### config.mk
export PLATFORM = sky130hd
export DESIGN_NAME = temp_sensor_reader
export DESIGN_NICKNAME = d
export VERILOG_FILES = /design/src/rtl/temp_sensor_reader.sv
export SDC_FILE = /design/constraint.sdc
export NUM_CORES = 1
export LEC_CHECK = 0
export CAP_MARGIN = 10
export CORE_UTILIZATION = 25
export DETAILED_ROUTE_END_ITERATION = 10
export PLACE_DENSITY = 0.47
export REMOVE_ABC_BUFFERS = 1
export SLEW_MARGIN = 5
export SYNTH_ARGS = -nofsm -noshare
export SYNTH_HDL_FRONTEND = slang
export SYNTH_SLANG_ARGS = --single-unit
### constraint.sdc
create_clock -name clk -period 5.1 [get_ports clk]
set_clock_uncertainty 0.1 [all_clocks]
set_input_delay 1.02 -clock clk [delete_from_list [all_inputs] [get_ports clk]]
set_output_delay 1.02 -clock clk [all_outputs]
set_load 0.01 [all_outputs]
### src/rtl/temp_sensor_reader.sv
// Polls a serial thermometer (8 data bits + odd parity, MSB first) and publishes a
// saturated 5-bit temperature with valid/error strobes, an error counter and a stale flag.
module temp_sensor_reader #(
  parameter int CLK_DIV       = 4,
  parameter int SAMPLE_PERIOD = 1000,
  parameter int STALE_LIMIT   = 3,
  parameter int TEMP_RESET    = 20
) (
  input  logic       clk,
  input  logic       rst_n,
  input  logic       sysOn,
  output logic       sens_cs_n,
  output logic       sens_sclk,
  input  logic       sens_sdo,
  output logic [4:0] temperature,
  output logic       temp_valid,
  output logic       parity_err,
  output logic       stale,
  output logic [7:0] err_count
);

  localparam int DIV_W  = (CLK_DIV > 1) ? $clog2(CLK_DIV) : 1;
  localparam int WAIT_W = (SAMPLE_PERIOD > 1) ? $clog2(SAMPLE_PERIOD) : 1;
  localparam int CE_W   = $clog2(STALE_LIMIT + 1);

  localparam logic [DIV_W-1:0]  DIV_LAST  = DIV_W'(CLK_DIV - 1);
  localparam logic [WAIT_W-1:0] WAIT_LAST = WAIT_W'(SAMPLE_PERIOD - 1);
  localparam logic [CE_W-1:0]   CE_LIMIT  = CE_W'(STALE_LIMIT);
  localparam logic [4:0]        HALF_LAST = 5'd17;
  localparam logic [4:0]        TEMP_INIT = 5'(TEMP_RESET);

  typedef enum logic [2:0] {
    IDLE,
    START,
    SHIFT,
    STOP,
    UPDATE,
    WAIT
  } state_t;

  state_t              state;
  logic [DIV_W-1:0]    div_cnt;
  logic [4:0]          half_cnt;
  logic [WAIT_W-1:0]   wait_cnt;
  logic [8:0]          shreg;
  logic [CE_W-1:0]     consec_err;
  logic                frame_good;
  logic [CE_W-1:0]     consec_next;

  function automatic logic [4:0] sat_temp(input logic [7:0] raw);
    return (raw > 8'd31) ? 5'd31 : raw[4:0];
  endfunction

  function automatic logic [7:0] sat_inc_err(input logic [7:0] cnt);
    return (cnt == 8'hFF) ? cnt : cnt + 8'd1;
  endfunction

  function automatic logic [CE_W-1:0] sat_inc_consec(input logic [CE_W-1:0] cnt);
    return (cnt >= CE_LIMIT) ? CE_LIMIT : cnt + 1'b1;
  endfunction

  // shreg holds {data[7:0], parity}; odd overall parity marks a good frame
  assign frame_good  = ^shreg;
  assign consec_next = sat_inc_consec(consec_err);

  always_ff @(posedge clk) begin
    if (!rst_n) begin
      state       <= IDLE;
      div_cnt     <= '0;
      half_cnt    <= '0;
      wait_cnt    <= '0;
      shreg       <= '0;
      consec_err  <= '0;
      sens_cs_n   <= 1'b1;
      sens_sclk   <= 1'b0;
      temperature <= TEMP_INIT;
      temp_valid  <= 1'b0;
      parity_err  <= 1'b0;
      stale       <= 1'b1;
      err_count   <= '0;
    end else begin
      temp_valid <= 1'b0;
      parity_err <= 1'b0;
      case (state)
        IDLE: begin
          sens_cs_n <= 1'b1;
          sens_sclk <= 1'b0;
          if (sysOn) begin
            state     <= START;
            sens_cs_n <= 1'b0;
            div_cnt   <= '0;
          end
        end

        START: begin
          if (!sysOn) begin
            state     <= IDLE;
            sens_cs_n <= 1'b1;
            sens_sclk <= 1'b0;
          end else if (div_cnt == DIV_LAST) begin
            state    <= SHIFT;
            div_cnt  <= '0;
            half_cnt <= '0;
          end else begin
            div_cnt <= div_cnt + 1'b1;
          end
        end

        SHIFT: begin
          if (!sysOn) begin
            state     <= IDLE;
            sens_cs_n <= 1'b1;
            sens_sclk <= 1'b0;
          end else if (div_cnt == DIV_LAST) begin
            div_cnt <= '0;
            if (half_cnt == HALF_LAST) begin
              state     <= STOP;
              sens_cs_n <= 1'b1;
              sens_sclk <= 1'b0;
            end else begin
              half_cnt  <= half_cnt + 5'd1;
              sens_sclk <= ~sens_sclk;
              // data is captured on the same edge that raises sclk
              if (!sens_sclk) shreg <= {shreg[7:0], sens_sdo};
            end
          end else begin
            div_cnt <= div_cnt + 1'b1;
          end
        end

        STOP: begin
          sens_cs_n <= 1'b1;
          sens_sclk <= 1'b0;
          if (div_cnt == DIV_LAST) begin
            state   <= UPDATE;
            div_cnt <= '0;
          end else begin
            div_cnt <= div_cnt + 1'b1;
          end
        end

        UPDATE: begin
          if (frame_good) begin
            temperature <= sat_temp(shreg[8:1]);
            temp_valid  <= 1'b1;
            consec_err  <= '0;
            stale       <= 1'b0;
          end else begin
            parity_err <= 1'b1;
            err_count  <= sat_inc_err(err_count);
            consec_err <= consec_next;
            if (consec_next >= CE_LIMIT) stale <= 1'b1;
          end
          wait_cnt <= '0;
          state    <= sysOn ? WAIT : IDLE;
        end

        WAIT: begin
          if (!sysOn) begin
            state <= IDLE;
          end else if (wait_cnt == WAIT_LAST) begin
            state     <= START;
            sens_cs_n <= 1'b0;
            div_cnt   <= '0;
          end else begin
            wait_cnt <= wait_cnt + 1'b1;
          end
        end

        default: begin
          state     <= IDLE;
          sens_cs_n <= 1'b1;
          sens_sclk <= 1'b0;
        end
      endcase
    end
  end

endmodule

==> metrics.yaml, run 1 <==
sta:
  hold_violations: 0
  maxSlewViolCount: 0
  max_slew_margin: 0.417
  period_needed_ps: 2810
  setup_tns_ps: 0
  rsz0062_at_grt: "false"
  fmax_mhz: 356
  fin_crit_sh: 0.550
  tightest_slew_ps: 874
  setup_viol: 0
yosys:
  synthArstFlopShare: 0
  synth.top_cell.area_share: 0.387
  yosys_warnings: 0
  dominantRegCellSynth: "dfxtp_1"
  yosysSeqAreaShare: 0.387
  postSynthCellCount: 282
  syn-cell-area_sq_um: 2530
  yosysTopAreaCell: "dfxtp_1"
  ys_seq_elements: 49
  ys_types: 56
  synth_area_leaders: "dfxtp_1, mux2i_1, xnor2_1, nor2b_1, nor2_1"
  syn_avg_cell_area_sq_um: 8.98
  synth_edf_count: 0
floorplan:
  die_y_um: 103
  die_area_sq_um: 10500
  io_pins: 22
  die_x_um: 103
  core.rowCount: 36
  initial_utilization: 0.258
  core_area_sq_um: 9820
cts:
  numCtsBuffers: 5
  clkSlewWorstSetupHoldPaths_ps: 100
  postCtsHoldBufs: 0
  cts_setup_buffers: 0
  cts_tree: "done"
  ctsResizeCount: 0
  cts_buffer_depth: 2
  cts_root_buffer: "clkbuf_8"
  clock_sinks: 49
  htreeDepth: 2
  clk_latency_ps: 300
critical_path:
  endpoint_kind: "flip-flop"
  cp_max_fo: 10
  cp.required_ps: 5240
  arrival_ps: 2940
  worstPathCellList: "clkdlybuf4s50_1 > nand2b_1 > o41ai_1 > a21oi_1 > or4_1 > o21ai_0"
  critPathSlowestCell: "clkdlybuf4s50_1"
  critical_path.max_stage_delay_ps: 690
  worst_setup_path_start_kind: "input port"
  worstSetupPathType: "input port to flip-flop"
layout:
  layout.nets: 308
  final_cell_mix: "dfxtp_1, nor2_1, clkdlybuf4s50_1"
  areaGrowthSynthToFinish_pct: 16.8
  final_common_cell: "dfxtp_1"
  diodes: 0
  final_layout_size_suffix_gt1_frac: 0.0667
  nFillCells: 1088
  final_util: 0.301
grt:
  grt_overflow: 0
  grt_pass1_vias: 1828
  grt_max_degree: 27
  grt_pass1_wl_um: 8750
  antenna_found_initial: 0
  track_usage: 0.104
power_and_ir_drop:
  vdd_drop_max_mv: 0.165
  cellPowerDensity_nw_per_um2: 273
  clockPowerShare: 0.291
  p_sw_frac: 0.310
  p_int_uw: 557
  combinationalPowerShare: 0.163
  p_leak_nw: 0.952
  seq_power_share: 0.546
  switchingPower_uw: 250
status:
  status: "finished, final reports clean"
routing:
  postRouteAntennaNets: 0
  wl_per_cell_um: 11.7
  vias: 1991
  firstDrtPassIters: 4
  vias_per_cell: 4.60
  drc: 0
  drtIter0Drc: 104
  routed_wl_um: 5080
placement:
  dpl.hpwl_um: 3520
  gp_congestion: 0.753
  port-buffer-count: 21
flow_run:
  max_cap_violations: 0
min_path:
  hold_class: "flip-flop to flip-flop"
[worst max-delay path: cells and delay by family]
kind	cells	cell delay (ps)
compound gates	3	560
buf+inv	1	690
simple gates	2	670
[power groups by stage]
stage	Combinational, mW	Clock, mW	Sequential [mW]
3_3_place_gp	0.132	0	0.451
5_1_grt	0.148	0.263	0.447
6_report	0.132	0.235	0.441
3_5_place_dp	0.131	0	0.449
4_1_cts	0.132	0.245	0.440
2_1_floorplan	0.0939	0	0.440
[cell families (layout without fill, tap and decap cells)]
family	Yosys count	after routing	synth area share
flops	49	49	0.387
fa+ha+maj	5	5	0.0247
compound gates	54	54	0.149
simple gates	114	114	0.251
xor+xnor	19	19	0.0864
buf+inv	27	45	0.0459
mux	14	14	0.0558
[per-stage QoR]
stage / setup WS, ps / hold slack (ps) / std cells / cell area [sq um] / power [mW]
finish: 2290 / 381 / 433 / 2960 / 0.807
global route: 2140 / 410 / 433 / 2960 / 0.857
CTS: 2290 / 381 / 433 / 2960 / 0.817
detailed placement: 1950 / 359 / 425 / 2870 / 0.580
global placement: 2030 / 361 / 425 / 2870 / 0.582
floorplan: 1950 / 344 / 268 / 2470 / 0.534
[final timing paths]
path                  startpoint             end  slack, ps  depth (start not counted)
hold / removal    temperature[1]  temperature[1]        380                          2
setup reg to reg        state[0]    err_count[5]       2820                          5
setup / recovery           sysOn      div_cnt[0]       2290                          6
hold reg to reg   temperature[1]  temperature[1]        380                          2
[cell type report]
| cell class | instances | area (sq um) | area share |
|---|---|---|---|
| clock buffers | 6 | 72.6 | 0.0245 |
| flip-flops and latches | 49 | 981 | 0.332 |
| clock inverters | 2 | 15.0 | 0.00507 |
| inverters | 13 | 48.8 | 0.0165 |
| well taps | 133 | 166 | 0.0562 |
| repair buffers | 24 | 233 | 0.0786 |
| multi-input cells | 206 | 1440 | 0.488 |
[synthesized netlist by cell type, types with 3 or more instances]
master / n
a211oi_1: 7
a21oi_1: 12
and2_1: 4
buf_2: 3
clkbuf_1: 8
dfxtp_1: 49
ha_1: 5
inv_1: 13
mux2i_1: 13
nand2_1: 18
nand2b_1: 10
nand3_1: 16
nand4_1: 4
nor2_1: 24
nor2b_1: 15
nor3_1: 3
nor4_1: 3
o21ai_0: 8
o22ai_1: 4
o41ai_1: 4
or3_1: 3
or4_1: 3
xnor2_1: 12
xor2_1: 4
[state kept, by name, summed over array words and instances (netlist names)]
signal	flops
wait_cnt	10
shreg	9
err_count	8
half_cnt	5
temperature	5
state	3
consec_err	2
div_cnt	2
parity_err	1
sens_cs_n	1
sens_sclk	1
stale	1
temp_valid	1
[per-layer routing]
layer  vias to the layer above  track usage  wire, um
li1                       1041            -         -
met1                       914        0.144      2630
met2                        30        0.157      2220
met3                         6       0.0271       152
met4                         0       0.0330        69
met5                         -            0         0
(Power assumes the default switching activity.)
==> inputs of run 2 (changes only) <==
==> constraint.sdc (replaced) <==
create_clock -name clk -period 2.9 [get_ports clk]
set_clock_uncertainty 0.1 [all_clocks]
set_input_delay 0.58 -clock clk [delete_from_list [all_inputs] [get_ports clk]]
set_output_delay 0.58 -clock clk [all_outputs]
set_load 0.01 [all_outputs]
==> run 2 against run 1 <==
Effect of this change:
- clock-buffer cell count is the same
- non-clock buffer count grew 6
- hold slack better by 5.7 ps
- wire length rose by 6.7%
- critical path type is now flip-flop to flip-flop
- final area rose by 2.3%
- sequential share of layout area fell by 0.75 points
- final cell count grew 1.4%
- register-to-register slack worse by 2200 ps
==> metrics.yaml, run 2 (synthesis gave the netlist of run 1 again) <==
sta:
  whs_ps: 386
  setup_viol: 0
  maxSlewViolCount: 0
  tightest_slew_ps: 715
  rsz0062_at_grt: "false"
  fin_crit_sh: 0.780
  setup_tns_ps: 0
  hold_violations: 0
  max_slew_margin: 0.520
  fmax_mhz: 442
  period_needed_ps: 2260
routing:
  drc: 0
  vias: 2032
  postRouteAntennaNets: 0
  drtIter0Drc: 64
  wl_per_cell_um: 12.3
  vias_per_cell: 4.63
  firstDrtPassIters: 4
  routed_wl_um: 5420
layout:
  areaGrowthSynthToFinish_pct: 19.5
  stdcell_count: 439
  final_common_cell: "dfxtp_1"
  final_util: 0.308
  reg_top3: "wait_cnt: 10 flops, shreg: 9 flops, err_count: 8 flops"
  layout.nets: 314
  final_layout_size_suffix_gt1_frac: 0.0882
  top_register: "wait_cnt"
  largest_reg_flops: 10
  final_cell_mix: "dfxtp_1, nor2_1, clkdlybuf4s50_1"
  diodes: 0
  nFillCells: 1084
grt:
  antenna_found_initial: 0
  track_usage: 0.110
  grt_max_degree: 21
  grt_overflow: 0
  grt_pass1_vias: 1928
  grt_pass1_wl_um: 9140
floorplan:
  core_area_sq_um: 9820
  core.rowCount: 36
  io_pins: 22
  initial_utilization: 0.258
  die_x_um: 103
  die_area_sq_um: 10500
  die_y_um: 103
critical_path:
  worstSetupPathType: "flip-flop to flip-flop"
  cp_max_fo: 10
  cp.required_ps: 2980
  critPathSlowestCell: "o31ai_2"
  worstPathCellList: "ha_1 > nand4b_1 > o31ai_2 > a2111oi_0 > xnor2_1 > nor2_1"
  arrival_ps: 2350
  worst_setup_path_start_kind: "flip-flop"
  critPathTopFamily: "compound AO/OA/AOI/OAI gates"
  endpoint_kind: "flip-flop"
  critical_path.max_stage_delay_ps: 660
  critPathBufInv: 0
flow_run:
  max_cap_violations: 0
placement:
  dp_cells: 431
  gp_congestion: 0.713
  port-buffer-count: 21
  dpl.hpwl_um: 3800
cts:
  cts_root_buffer: "clkbuf_8"
  cts_buffer_depth: 2
  htreeDepth: 2
  clk_latency_ps: 300
  cts_setup_buffers: 0
  postCtsHoldBufs: 0
  numCtsBuffers: 5
  cts_tree: "done"
  clkSlewWorstSetupHoldPaths_ps: 100
  clock_sinks: 49
  ctsResizeCount: 0
status:
  status: "finished, final reports clean"
power_and_ir_drop:
  cellPowerDensity_nw_per_um2: 489
  p_leak_nw: 0.999
  vdd_drop_max_mv: 0.160
  p_total_mw: 1.48
min_path:
  hold_class: "flip-flop to flip-flop"
run 2: cell types whose count changed in the layout (fill, tap and decap cells not counted):
cell,change
buf_12,+1
buf_4,+5
clkbuf_1,-1
clkbuf_8,+1
clkinvlp_4,-1
inv_6,+1
run 2: worst paths after layout:
path / slack [ps] / to / cells past startpoint / from
min: 390 / temperature[1] / 2 / temperature[1]
min reg2reg: 390 / temperature[1] / 2 / temperature[1]
max reg2reg: 640 / wait_cnt[9] / 6 / wait_cnt[0]
max: 640 / wait_cnt[9] / 6 / wait_cnt[0]
run 2: worst reg2reg max path, stage by stage (launching register included):
cell	delay [ps]
dfxtp_1	400
ha_1	220
nand4b_1	250
o31ai_2	660
a2111oi_0	270
xnor2_1	190
nor2_1	50
run 2: layer usage:
layer  GRT usage  vias to the layer above  wire length, um  share of wire
li1            -                     1047                -              -
met1       0.148                      950             2700           0.50
met2       0.178                       30             2490           0.46
met3      0.0264                        5              182          0.034
met4      0.0264                        0               45         0.0083
met5           0                        -                0              0
run 2: where the power goes:
part / internal (mW) / switching, mW
Combinational: 0.135 / 0.149
Clock: 0.197 / 0.244
Sequential: 0.696 / 0.0589
Total: 1.03 / 0.452
run 2: cell type report:
cell class | count | area, sq um | area share
Clock buffer | 6 | 82.6 | 0.0273
Timing Repair Buffer | 30 | 290 | 0.0959
Inverter | 13 | 48.8 | 0.0161
Clock inverter | 2 | 16.3 | 0.00537
Sequential cell | 49 | 981 | 0.324
Tap cell | 133 | 166 | 0.0550
Multi-Input combinational cell | 206 | 1440 | 0.476
run 2: stage by stage:
step	setup slack [ps]	area [sq um]
final	638	3030
after global routing	427	3030
after CTS	610	3030
after detailed placement	382	2930
after global placement	446	2930
after floorplan	-57.1	2470
==> inputs of run 3 (changes only) <==
==> constraint.sdc (replaced) <==
create_clock -name clk -period 2.15 [get_ports clk]
set_clock_uncertainty 0.1 [all_clocks]
set_input_delay 0.43 -clock clk [delete_from_list [all_inputs] [get_ports clk]]
set_output_delay 0.43 -clock clk [all_outputs]
set_load 0.01 [all_outputs]
==> run 3 against run 2 <==
Effect of this change:
- wire length grew 1.0%
- worst setup slack lost 560 ps
- via count grew 1.9%
- fmax grew 9.0%
- highest routed layer unchanged
- clock-buffer cell count shrank 1
- utilization grew 1.9 points
- flip-flop and latch count is the same
- combinational power grew 59%
- sequential power grew 30%
==> metrics.yaml, run 3 (synthesis gave the netlist of run 1 again) <==
routing:
  firstDrtPassIters: 4
  vias: 2071
  wl_per_cell_um: 11.9
  drc: 0
  postRouteAntennaNets: 0
  drtIter0Drc: 83
  vias_per_cell: 4.49
  routed_wl_um: 5470
floorplan:
  die_area_sq_um: 10500
  initial_utilization: 0.258
  die_x_um: 103
  core.rowCount: 36
  io_pins: 22
  die_y_um: 103
  core_area_sq_um: 9820
placement:
  dpl.hpwl_um: 3910
  port-buffer-count: 21
  gp_congestion: 0.778
  place_area_sq_um: 3050
layout:
  final_cell_mix: "dfxtp_1, buf_4, nor2_1"
  reg_top3: "wait_cnt: 10 flops, shreg: 9 flops, err_count: 8 flops"
  largest_reg_flops: 10
  final_layout_size_suffix_gt1_frac: 0.165
  diodes: 0
  final_area_sq_um: 3220
  areaGrowthSynthToFinish_pct: 27.1
  layout.nets: 336
  final_util: 0.328
  final_common_cell: "dfxtp_1"
  top_register: "wait_cnt"
power_and_ir_drop:
  p_leak_nw: 1.12
  clockPowerShare: 0.332
  switchingPower_uw: 634
  p_sw_frac: 0.295
  seq_power_share: 0.458
  combinationalPowerShare: 0.210
  vdd_drop_max_mv: 0.307
  cellPowerDensity_nw_per_um2: 666
  p_int_mw: 1.51
cts:
  cts_root_buffer: "clkbuf_8"
  cts_tree: "done"
  clk_latency_ps: 310
  clock_sinks: 49
  postCtsHoldBufs: 0
  htreeDepth: 2
  clkSlewWorstSetupHoldPaths_ps: 110
  cts_buffer_depth: 2
  numCtsBuffers: 5
flow_run:
  max_cap_violations: 0
grt:
  antenna_found_initial: 0
  track_usage: 0.109
  grt_pass1_wl_um: 9170
  grt_pass1_vias: 1904
  grt_max_degree: 18
  grt_overflow: 0
critical_path:
  endpoint_kind: "flip-flop"
  cp_max_fo: 13
  worst_setup_path_start_kind: "flip-flop"
  critPathSlowestCell: "xnor3_2"
  ff2ff_path_depth: 6
  worstSetupPathType: "flip-flop to flip-flop"
  arrival_ps: 2160
  rr_startpoint: "shreg[5]"
  cp.required_ps: 2240
  critical_path.max_stage_delay_ps: 480
  r2r_setup_slack_ps: 70
  timing.rr.end: "err_count[2]"
  worstPathCellList: "xnor2_2 > xnor3_2 > xnor2_4 > buf_4 > o311ai_0 > o41ai_1"
min_path:
  min_from: "div_cnt[1]"
  min_delay_path_depth: 2
  hold_class: "flip-flop to flip-flop"
  min_to: "div_cnt[1]"
sta:
  maxSlewViolCount: 0
  max_slew_margin: 0.619
  setup_viol: 0
  fin_crit_sh: 0.966
  hold_violations: 0
  tightest_slew_ps: 571
  fmax_mhz: 482
  rsz0062_at_grt: "true"
  period_needed_ps: 2080
  setup_tns_ps: 0
status:
  status: "finished, final reports clean"
[run 3: cell type report]
cell class | count | area, sq um
clock buffers | 5 | 68.8
clock inverters | 3 | 50.0
fillers | 1070 | 6600
inverters | 13 | 48.8
multi-input cells | 206 | 1460
flip-flops and latches | 49 | 985
well taps | 133 | 166
repair buffers | 52 | 443
[run 3: per-stage QoR]
stage | worst slack (ps) | power, mW | std cells | hold slack (ps)
final | 74.1 | 2.15 | 461 | 381
after global placement | -62.6 | 1.45 | 449 | 360
after global routing | -10.6 | 2.27 | 461 | 401
after floorplan | -807 | 1.27 | 268 | 344
after CTS | 32.8 | 2.16 | 457 | 383
after detailed placement | -91.6 | 1.44 | 449 | 364
[run 3: worst max-delay path by stage]
stage	depth (start not counted)	start	end
3_3_place_gp	6	sysOn	div_cnt[0]
3_5_place_dp	6	sysOn	div_cnt[0]
6_report	6	shreg[5]	err_count[2]
5_1_grt	5	shreg[5]	err_count[7]
4_1_cts	5	shreg[4]	err_count[5]
2_1_floorplan	5	state[0]	shreg[0]
[run 3: per-layer routing]
metal / wire (um) / share of wire / GRT usage / up-vias
met5: 0 / 0 / 0 / -
met4: 19 / 0.0035 / 0.0198 / 0
met3: 209 / 0.038 / 0.0298 / 2
met2: 2370 / 0.43 / 0.161 / 22
met1: 2870 / 0.53 / 0.159 / 953
li1: - / - / - / 1094
[run 3: power groups by stage]
stage	clock network (mW)	registers (mW)	logic, mW
global route	0.777	0.989	0.501
CTS	0.735	0.982	0.443
floorplan	0	1.04	0.223
finish	0.712	0.982	0.451
global placement	0	1.00	0.445
detailed placement	0	1.00	0.441
[run 3: worst max-delay path: cells and delay by family, from the launching register on]
kind | cells | cell delay [ps]
flops | 1 | 390
buf+inv | 1 | 180
compound gates | 2 | 450
xor+xnor | 3 | 840
[run 3: timing repair]
| item | in CTS | in global routing |
|---|---|---|
| setup buffers | 0 | 4 |
| endpoints found under the setup margin | 0 | 6 |
| gates resized for setup | 0 | 5 |
| endpoints found under the hold margin | 0 | 0 |
